### src/rtl/mult_div_seq.sv
// Sequential signed 32x32 multiply (radix-2 Booth) / divide (restoring on magnitudes)
// feeding the Hi/Lo registers; 32 iterations, then sign fix-up and a one-cycle done pulse.
module mult_div_seq (
    input  logic        clk,
    input  logic        reset,
    input  logic        start,
    input  logic        op,
    input  logic [31:0] a_in,
    input  logic [31:0] b_in,
    output logic [31:0] hi,
    output logic [31:0] lo,
    output logic        busy,
    output logic        done,
    output logic        div0
);

    typedef enum logic [2:0] {
        S_IDLE,
        S_MULT,
        S_DIV,
        S_FIX,
        S_DONE
    } state_t;

    state_t      state_q, state_d;
    logic [5:0]  cnt_q, cnt_d;
    logic [31:0] acc_q, acc_d;     // Booth accumulator / division remainder
    logic [31:0] q_q, q_d;         // Booth multiplier / dividend shifting into quotient
    logic        qm1_q, qm1_d;
    logic [31:0] m_q, m_d;         // multiplicand / divisor magnitude
    logic        op_q, op_d;
    logic        div0_q, div0_d;
    logic        quo_neg_q, quo_neg_d;
    logic        rem_neg_q, rem_neg_d;
    logic [31:0] hi_q, hi_d;
    logic [31:0] lo_q, lo_d;

    logic [31:0] a_mag, b_mag;
    logic [32:0] booth_sum;
    logic [32:0] shifted;
    logic [31:0] trial_diff;
    logic        trial_ge;

    // Datapath helpers, shared by the FSM below.
    always_comb begin
        a_mag = a_in[31] ? (~a_in + 32'd1) : a_in;
        b_mag = b_in[31] ? (~b_in + 32'd1) : b_in;

        // The sum is taken one bit wider so a -2^31 multiplicand cannot overflow
        // before the arithmetic shift brings it back into 32 bits.
        case ({q_q[0], qm1_q})
            2'b01:   booth_sum = {acc_q[31], acc_q} + {m_q[31], m_q};
            2'b10:   booth_sum = {acc_q[31], acc_q} - {m_q[31], m_q};
            default: booth_sum = {acc_q[31], acc_q};
        endcase

        shifted    = {acc_q, q_q[31]};
        trial_ge   = (shifted >= {1'b0, m_q});
        trial_diff = shifted[31:0] - m_q;
    end

    // NOTE: every signal assigned here gets a default first, so no path can infer a latch.
    always_comb begin
        state_d   = state_q;
        cnt_d     = cnt_q;
        acc_d     = acc_q;
        q_d       = q_q;
        qm1_d     = qm1_q;
        m_d       = m_q;
        op_d      = op_q;
        div0_d    = div0_q;
        quo_neg_d = quo_neg_q;
        rem_neg_d = rem_neg_q;
        hi_d      = hi_q;
        lo_d      = lo_q;

        unique case (state_q)
            S_IDLE: begin
                if (start) begin
                    op_d   = op;
                    cnt_d  = 6'd32;
                    acc_d  = 32'd0;
                    qm1_d  = 1'b0;
                    div0_d = 1'b0;
                    if (op) begin
                        q_d       = a_mag;
                        m_d       = b_mag;
                        quo_neg_d = a_in[31] ^ b_in[31];
                        rem_neg_d = a_in[31];
                        // Divide-by-zero skips the iterations but still spends one
                        // cycle in FIX, which leaves hi/lo untouched.
                        if (b_in == 32'd0) begin
                            div0_d  = 1'b1;
                            state_d = S_FIX;
                        end else begin
                            state_d = S_DIV;
                        end
                    end else begin
                        q_d     = b_in;
                        m_d     = a_in;
                        state_d = S_MULT;
                    end
                end
            end

            S_MULT: begin
                acc_d = booth_sum[32:1];
                q_d   = {booth_sum[0], q_q[31:1]};
                qm1_d = q_q[0];
                cnt_d = cnt_q - 6'd1;
                if (cnt_q == 6'd1) begin
                    state_d = S_FIX;
                end
            end

            S_DIV: begin
                if (trial_ge) begin
                    acc_d = trial_diff;
                    q_d   = {q_q[30:0], 1'b1};
                end else begin
                    acc_d = shifted[31:0];
                    q_d   = {q_q[30:0], 1'b0};
                end
                cnt_d = cnt_q - 6'd1;
                if (cnt_q == 6'd1) begin
                    state_d = S_FIX;
                end
            end

            S_FIX: begin
                if (!div0_q) begin
                    if (op_q) begin
                        lo_d = quo_neg_q ? (~q_q + 32'd1) : q_q;
                        hi_d = rem_neg_q ? (~acc_q + 32'd1) : acc_q;
                    end else begin
                        hi_d = acc_q;
                        lo_d = q_q;
                    end
                end
                state_d = S_DONE;
            end

            S_DONE: begin
                state_d = S_IDLE;
            end

            default: begin
                state_d = S_IDLE;
            end
        endcase
    end

    // NOTE: sequential state uses non-blocking assignments so every flop samples pre-edge values.
    always_ff @(posedge clk or negedge reset) begin
        if (!reset) begin
            state_q   <= S_IDLE;
            cnt_q     <= 6'd0;
            acc_q     <= 32'd0;
            q_q       <= 32'd0;
            qm1_q     <= 1'b0;
            m_q       <= 32'd0;
            op_q      <= 1'b0;
            div0_q    <= 1'b0;
            quo_neg_q <= 1'b0;
            rem_neg_q <= 1'b0;
            hi_q      <= 32'd0;
            lo_q      <= 32'd0;
        end else begin
            state_q   <= state_d;
            cnt_q     <= cnt_d;
            acc_q     <= acc_d;
            q_q       <= q_d;
            qm1_q     <= qm1_d;
            m_q       <= m_d;
            op_q      <= op_d;
            div0_q    <= div0_d;
            quo_neg_q <= quo_neg_d;
            rem_neg_q <= rem_neg_d;
            hi_q      <= hi_d;
            lo_q      <= lo_d;
        end
    end

    assign hi   = hi_q;
    assign lo   = lo_q;
    assign busy = (state_q != S_IDLE);
    assign done = (state_q == S_DONE);
    assign div0 = (state_q == S_DONE) && div0_q;

endmodule
### config.mk
export PLATFORM = sky130hd
export DESIGN_NAME = mult_div_seq
export DESIGN_NICKNAME = d
export VERILOG_FILES = /design/src/rtl/mult_div_seq.sv
export SDC_FILE = /design/constraint.sdc
export NUM_CORES = 1
export LEC_CHECK = 0
export CORE_ASPECT_RATIO = 1.2
export CORE_MARGIN = 2
export CORE_UTILIZATION = 35
export DETAILED_ROUTE_END_ITERATION = 10
export SLEW_MARGIN = 20
export SYNTH_ARGS = -nofsm -noshare
export SYNTH_HDL_FRONTEND = slang
export SYNTH_SLANG_ARGS = --single-unit
### constraint.sdc
create_clock -name clk -period 5.05 [get_ports clk]
set_input_delay 0.7575 -clock clk [delete_from_list [all_inputs] [get_ports clk]]
set_output_delay 0.7575 -clock clk [all_outputs]
set_load 0.02 [all_outputs]
# Word level (Yosys, flattened, before mapping)
# Index checks and enable logic that the tools add are counted.
[op_classes]
n_eq_ne = 10
n_lt_le_gt_ge = 1
n_shift = 0
div = 0
mul = 0
n_reduce_logical = 16
n_mux = 26
add_sub_neg = 8
bitwise = 6
[op_table]
columns = ["operator", "count"]
rows = [
  ["32-bit two-way mux", 11],
  ["32-bit one-hot mux with 3 select lines", 2],
  ["32-bit by 1-bit adder with 32-bit output, second input constant", 4],
  ["32-bit inverter", 4],
  ["33-bit one-hot mux with 2 select lines", 1],
  ["32-bit by 32-bit adder with 33-bit output", 1],
  ["33-bit by 32-bit greater-or-equal comparator with 1-bit output", 1],
  ["32-bit by 32-bit subtractor with 33-bit output", 1],
  ["32-bit zero test", 1],
  ["32-bit subtractor", 1],
  ["6-bit one-hot mux with 2 select lines", 1],
  ["2-bit AND reduction", 6],
  ["3-bit two-way mux", 3],
  ["3-bit one-hot mux with 3 select lines", 1],
  ["3-bit by 2-bit == test with 1-bit output, second input constant", 2],
  ["6-bit by 1-bit == test with 1-bit output, second input constant", 1],
  ["6-bit two-way mux", 1],
  ["3-bit AND reduction", 2],
  ["3-bit nonzero test", 2],
  ["6-bit by 1-bit subtractor with 6-bit output, second input constant", 1],
  ["1-bit two-way mux", 5],
  ["2-bit nonzero test", 2],
  ["3-bit by 1-bit == test with 1-bit output, second input constant", 1],
  ["3-bit == test, second input constant", 1],
  ["11 further kinds", 11],
]
[totals]
rom_bits = 0
wordCells = 80
latch_bits = 0
ramBits = 0
inputBits = 68
n_memories = 0
register_bits = 174

# Logic depth before layout (Yosys ltp)
[logic_depth]
ltp_word = 6
ltp_mapped = 19
mapped_depth_nobuf = 18

# Worst setup path after synthesis
# Ideal clock, no wire load.
[synth_path]
path_kind = "flip-flop to flip-flop"
startpoint = "register m_q[2]"
endpoint = "register acc_q[31]"
path_stages_with_launch = 16
setup_ns = 0.124
t_arrival_ns = 3.702
path_slack_ns = 1.224
period_less_slack_ns = 3.826
n_path_buf = 0
path_cell_list = "dfrtp_1 -> or4_4 -> nor2_1 -> and3_1 -> and2_1 -> a41oi_1 -> xnor2_1 -> ha_1 -> and2_1 -> a221o_1 -> a31o_2 -> o31a_1 -> a31oi_1 -> nor2b_1 -> mux2i_1 -> a211o_1"
[synth_between]
elab_chain_len = 3
word_cells_on_any_way = 7
cone_classes = "add/sub (3); order compare (1); mux (3)"
[synth_lines]
columns = ["item", "line_no", "text"]
rows = [
  ["start: declaration", "30", "logic [31:0] m_q, m_d;"],
  ["start signal: assignment", "174", "m_q <= m_d;"],
  ["32-bit by 32-bit subtractor with 33-bit output, or another cell as far along", "53", "2'b10: booth_sum = {acc_q[31], acc_q} - {m_q[31], m_q};"],
  ["33-bit one-hot mux with 2 select lines or 32-bit two-way mux (tied branches)", "51, 117", ""],
  ["32-bit one-hot mux with 3 select lines *", "77", "unique case (state_q)"],
  ["end signal: assignment", "158", "acc_q <= 32'd0;"],
  ["end signal: assignment", "171", "acc_q <= acc_d;"],
  ["end: declaration", "27", "logic [31:0] acc_q, acc_d;"],
]
# Every way passes the cells marked *; elsewhere a longest branch is shown, timed or not.
# A chain may end at the register's enable or synchronous reset.

# Final worst setup path
# Same ends and word-level chain as after synthesis.

==> results_dict.tcl <==
set metrics [dict create \
    hold_buffers 0 \
    start_kind "flip-flop" \
    num_io_pins 135 \
    setup_viol 0 \
    gp_congestion 0.953 \
    drive_gt1_share_pct 4.58 \
    status "completed" \
    switching_share_pct 52.2 \
    routed_wl_mm 48.6 \
    die_w_um 191 \
    grt_max_degree 95 \
    grt_overflow 0 \
    cts.path.max_buffers 2 \
    min_period_ns 4.28 \
    avgSynthCellArea_um2 7.89 \
    fin_skew_ns 0.0127 \
    synth_top_area_cell "dfrtp_1" \
    ys_warn_count 0 \
    worst_slew_pin_slew_ns 1.06 \
    area_delta_synth_final_pct 16.3 \
    wire_per_inst_um 19.5 \
    clock_latency_ns 0.47 \
    p_clk_share_pct 9.3 \
    grt_pass1_wl_mm 77.3 \
    r2r_setup_slack_ns 0.77 \
    finalCritPeriodShare_pct 84.7 \
    ir_drop_mv 0.285 \
    ctsResizeCount 0 \
    first_iter_violations 1017 \
    placed_area_mm2 0.0166 \
    cts_buffers 17 \
    power_density_mw_per_mm2 827 \
    critPathKind "reg -> reg" \
    relSlewSlack_pct 29.3 \
    cp_data_arrival_time_ns 4.63 \
    grtUsageTotal_pct 22.4 \
    cts_root_buf "clkbuf_16" \
    power.leakage_uw 0.00702 \
    drc_errors 0 \
    numClockSinks 174 \
    syn_area_mm2 0.0148 \
    antenna_cells 0 \
    die-area_mm2 0.0438 \
    yosysSeqAreaShare_pct 29.5 \
    finalInstanceArea_mm2 0.0172 \
    antenna_found_initial 2 \
    worstHoldPathType "in -> async" \
    synth_seq_cells 174 \
    switching_power_uw 7400 \
    slew_viol_final 0 \
    finalCoreUtilization_pct 41.2 \
    die_h_um 229 \
    cts.clk_slew.worst_paths_ns 0.08 \
    post-synth-top-count-cell "nor2_1" \
    rsz0062_at_grt "no" \
    dp_slack_ns 0.784 \
    maxCapViolCount 0 \
    vias 14150 \
    seq_power_share_pct 21.4 \
    num-nets-final 2072 \
    dp_hpwl_mm 37.5 \
    synth_ff_type "dfrtp_1" \
    yosys.area.top_type_share_pct 29.5 \
    cp_max_fo 6 \
    start_util_pct 35.4 \
    hold_viol_final 0 \
    cts_setup_buffers 0 \
    syn_inst 1870 \
    rr_worst_depth 15 \
    synth_nets 2012 \
    fmax_mhz 234 \
    cp.required_ns 5.40 \
    vias_per_cell 5.69 \
    synthTopCellsByCount "195 x nor2_1, 190 x nand2_1, 184 x o21ai_0" \
    ant_nets 0 \
    fp.coreArea_mm2 0.0417 \
    synth_cell_types 73 \
    htreeDepth 4 \
    synth_edf_count 0 \
    grt_pass1_vias 13823 \
    finalSetupTns_ns 0 \
    intPower_uw 6790 \
    p_comb_share_pct 69.3 \
    first_pass_iters 7 \
    fin_ws_ns 0.775 \
    synthArstFlopShare_pct 100 \
    synthTopCellsByArea "dfrtp_1 30%, o21ai_0 6.2%, xnor2_1 6.2%" \
    rows 82 \
    end_kind "flip-flop" \
    cts_tree "yes" \
    port_buffers 134 \
]
==> power groups by stage <==
stage	Clock, uW	Sequential (uW)	Combinational, uW
floorplan	0	2980	6870
global placement	0	3040	9720
detailed placement	0	3060	9750
CTS	1360	3040	9800
global route	1400	3170	10900
finish	1320	3040	9830
==> sequential cells by signal, indices dropped and copies added (netlist names) <==
signal,flops
rem_neg_q,1
state_q,3
q_q,32
cnt_q,6
hi,32
lo,32
acc_q,32
div0_q,1
qm1_q,1
quo_neg_q,1
m_q,32
op_q,1
==> cell families (layout without fill, tap and decap cells) <==
kind of cell               Yosys count  after routing  synth area share (%)
muxes                               33             33                  2.28
AOI/OAI and AO/OA                  615            615                  26.5
adders and majority gates           74             74                  6.38
xor gates and xnor gates           203            203                  12.0
and+or+nand+nor                    590            590                  18.6
buffers and inverters              181            253                  4.65
DFF                                174            174                  29.5
==> cells in the final DEF (no fill, tap or decap), types with 8 or more instances in the layout <==
cell and instances:
nor2_1 193, nand2_1 189, o21ai_0 184, dfrtp_1 174
a21oi_1 150, clkdlybuf4s50_1 132, xnor2_1 105, xor2_1 98
ha_1 72, inv_1 62, a21o_1 42, a211oi_1 35
nand3_1 31, a221oi_1 31, a31oi_1 30, mux2i_1 28
nor3_1 24, buf_4 24, nor4_1 21, o31ai_1 21
or3_1 19, and3_1 18, a222oi_1 17, clkbuf_16 17
o41ai_1 16, or4_1 14, and2_1 14, a22oi_1 14
nand2b_1 13, nor2b_1 12, o211ai_1 10, nand4_1 9
a41oi_1 8
==> critical path: stages, from the launching register on <==
cell     delay, ns
dfrtp_1       0.42
or4_4         0.56
nor2_1        0.13
and3_1        0.22
and2_1        0.26
a41oi_1       0.16
xnor2_1       0.21
ha_1          0.33
and2_1        0.19
a221o_1       0.34
a31o_2        0.26
o31a_1        0.37
a31oi_1       0.26
nor2b_1       0.09
mux2i_1       0.12
a211o_1       0.23
==> per-stage QoR <==
step,hold WS [ns],total power (uW),std cells
2_1_floorplan,0.431,9850,1870
3_3_place_gp,0.447,12800,2457
3_5_place_dp,0.474,12800,2457
4_1_cts,0.382,14200,2488
5_1_grt,0.429,15400,2488
6_report,0.338,14200,2488
==> routing by layer <==
layer  vias up  wire (um)  track usage (%)
met5         -         13                0
met1      6754      21200             28.6
met4         2       1400             7.86
met2       385      23500             37.9
li1       6929          -                -
met3        80       2510             3.75
==> area by class of cell <==
class | instances | area, um2
well taps | 546 | 683
flip-flops and latches | 174 | 4350
multi-input cells | 1515 | 9760
repair buffers | 160 | 1570
fillers | 4273 | 24500
clock inverters | 14 | 135
clock buffers | 17 | 425
inverters | 62 | 233
==> final timing paths <==
check / start / end
hold reg to reg: cnt_q[5]$_DFFE_PN0P_ / cnt_q[5]$_DFFE_PN0P_
setup reg to reg: m_q[2]$_DFFE_PN0P_ / acc_q[31]$_DFFE_PN0P_
min in group clk: cnt_q[5]$_DFFE_PN0P_ / cnt_q[5]$_DFFE_PN0P_
max in group asynchronous: reset / q_q[21]$_DFFE_PN0P_
hold / removal: reset / lo[23]$_DFFE_PN0P_
setup / recovery: m_q[2]$_DFFE_PN0P_ / acc_q[31]$_DFFE_PN0P_
Power figures use the tool's default switching activity.
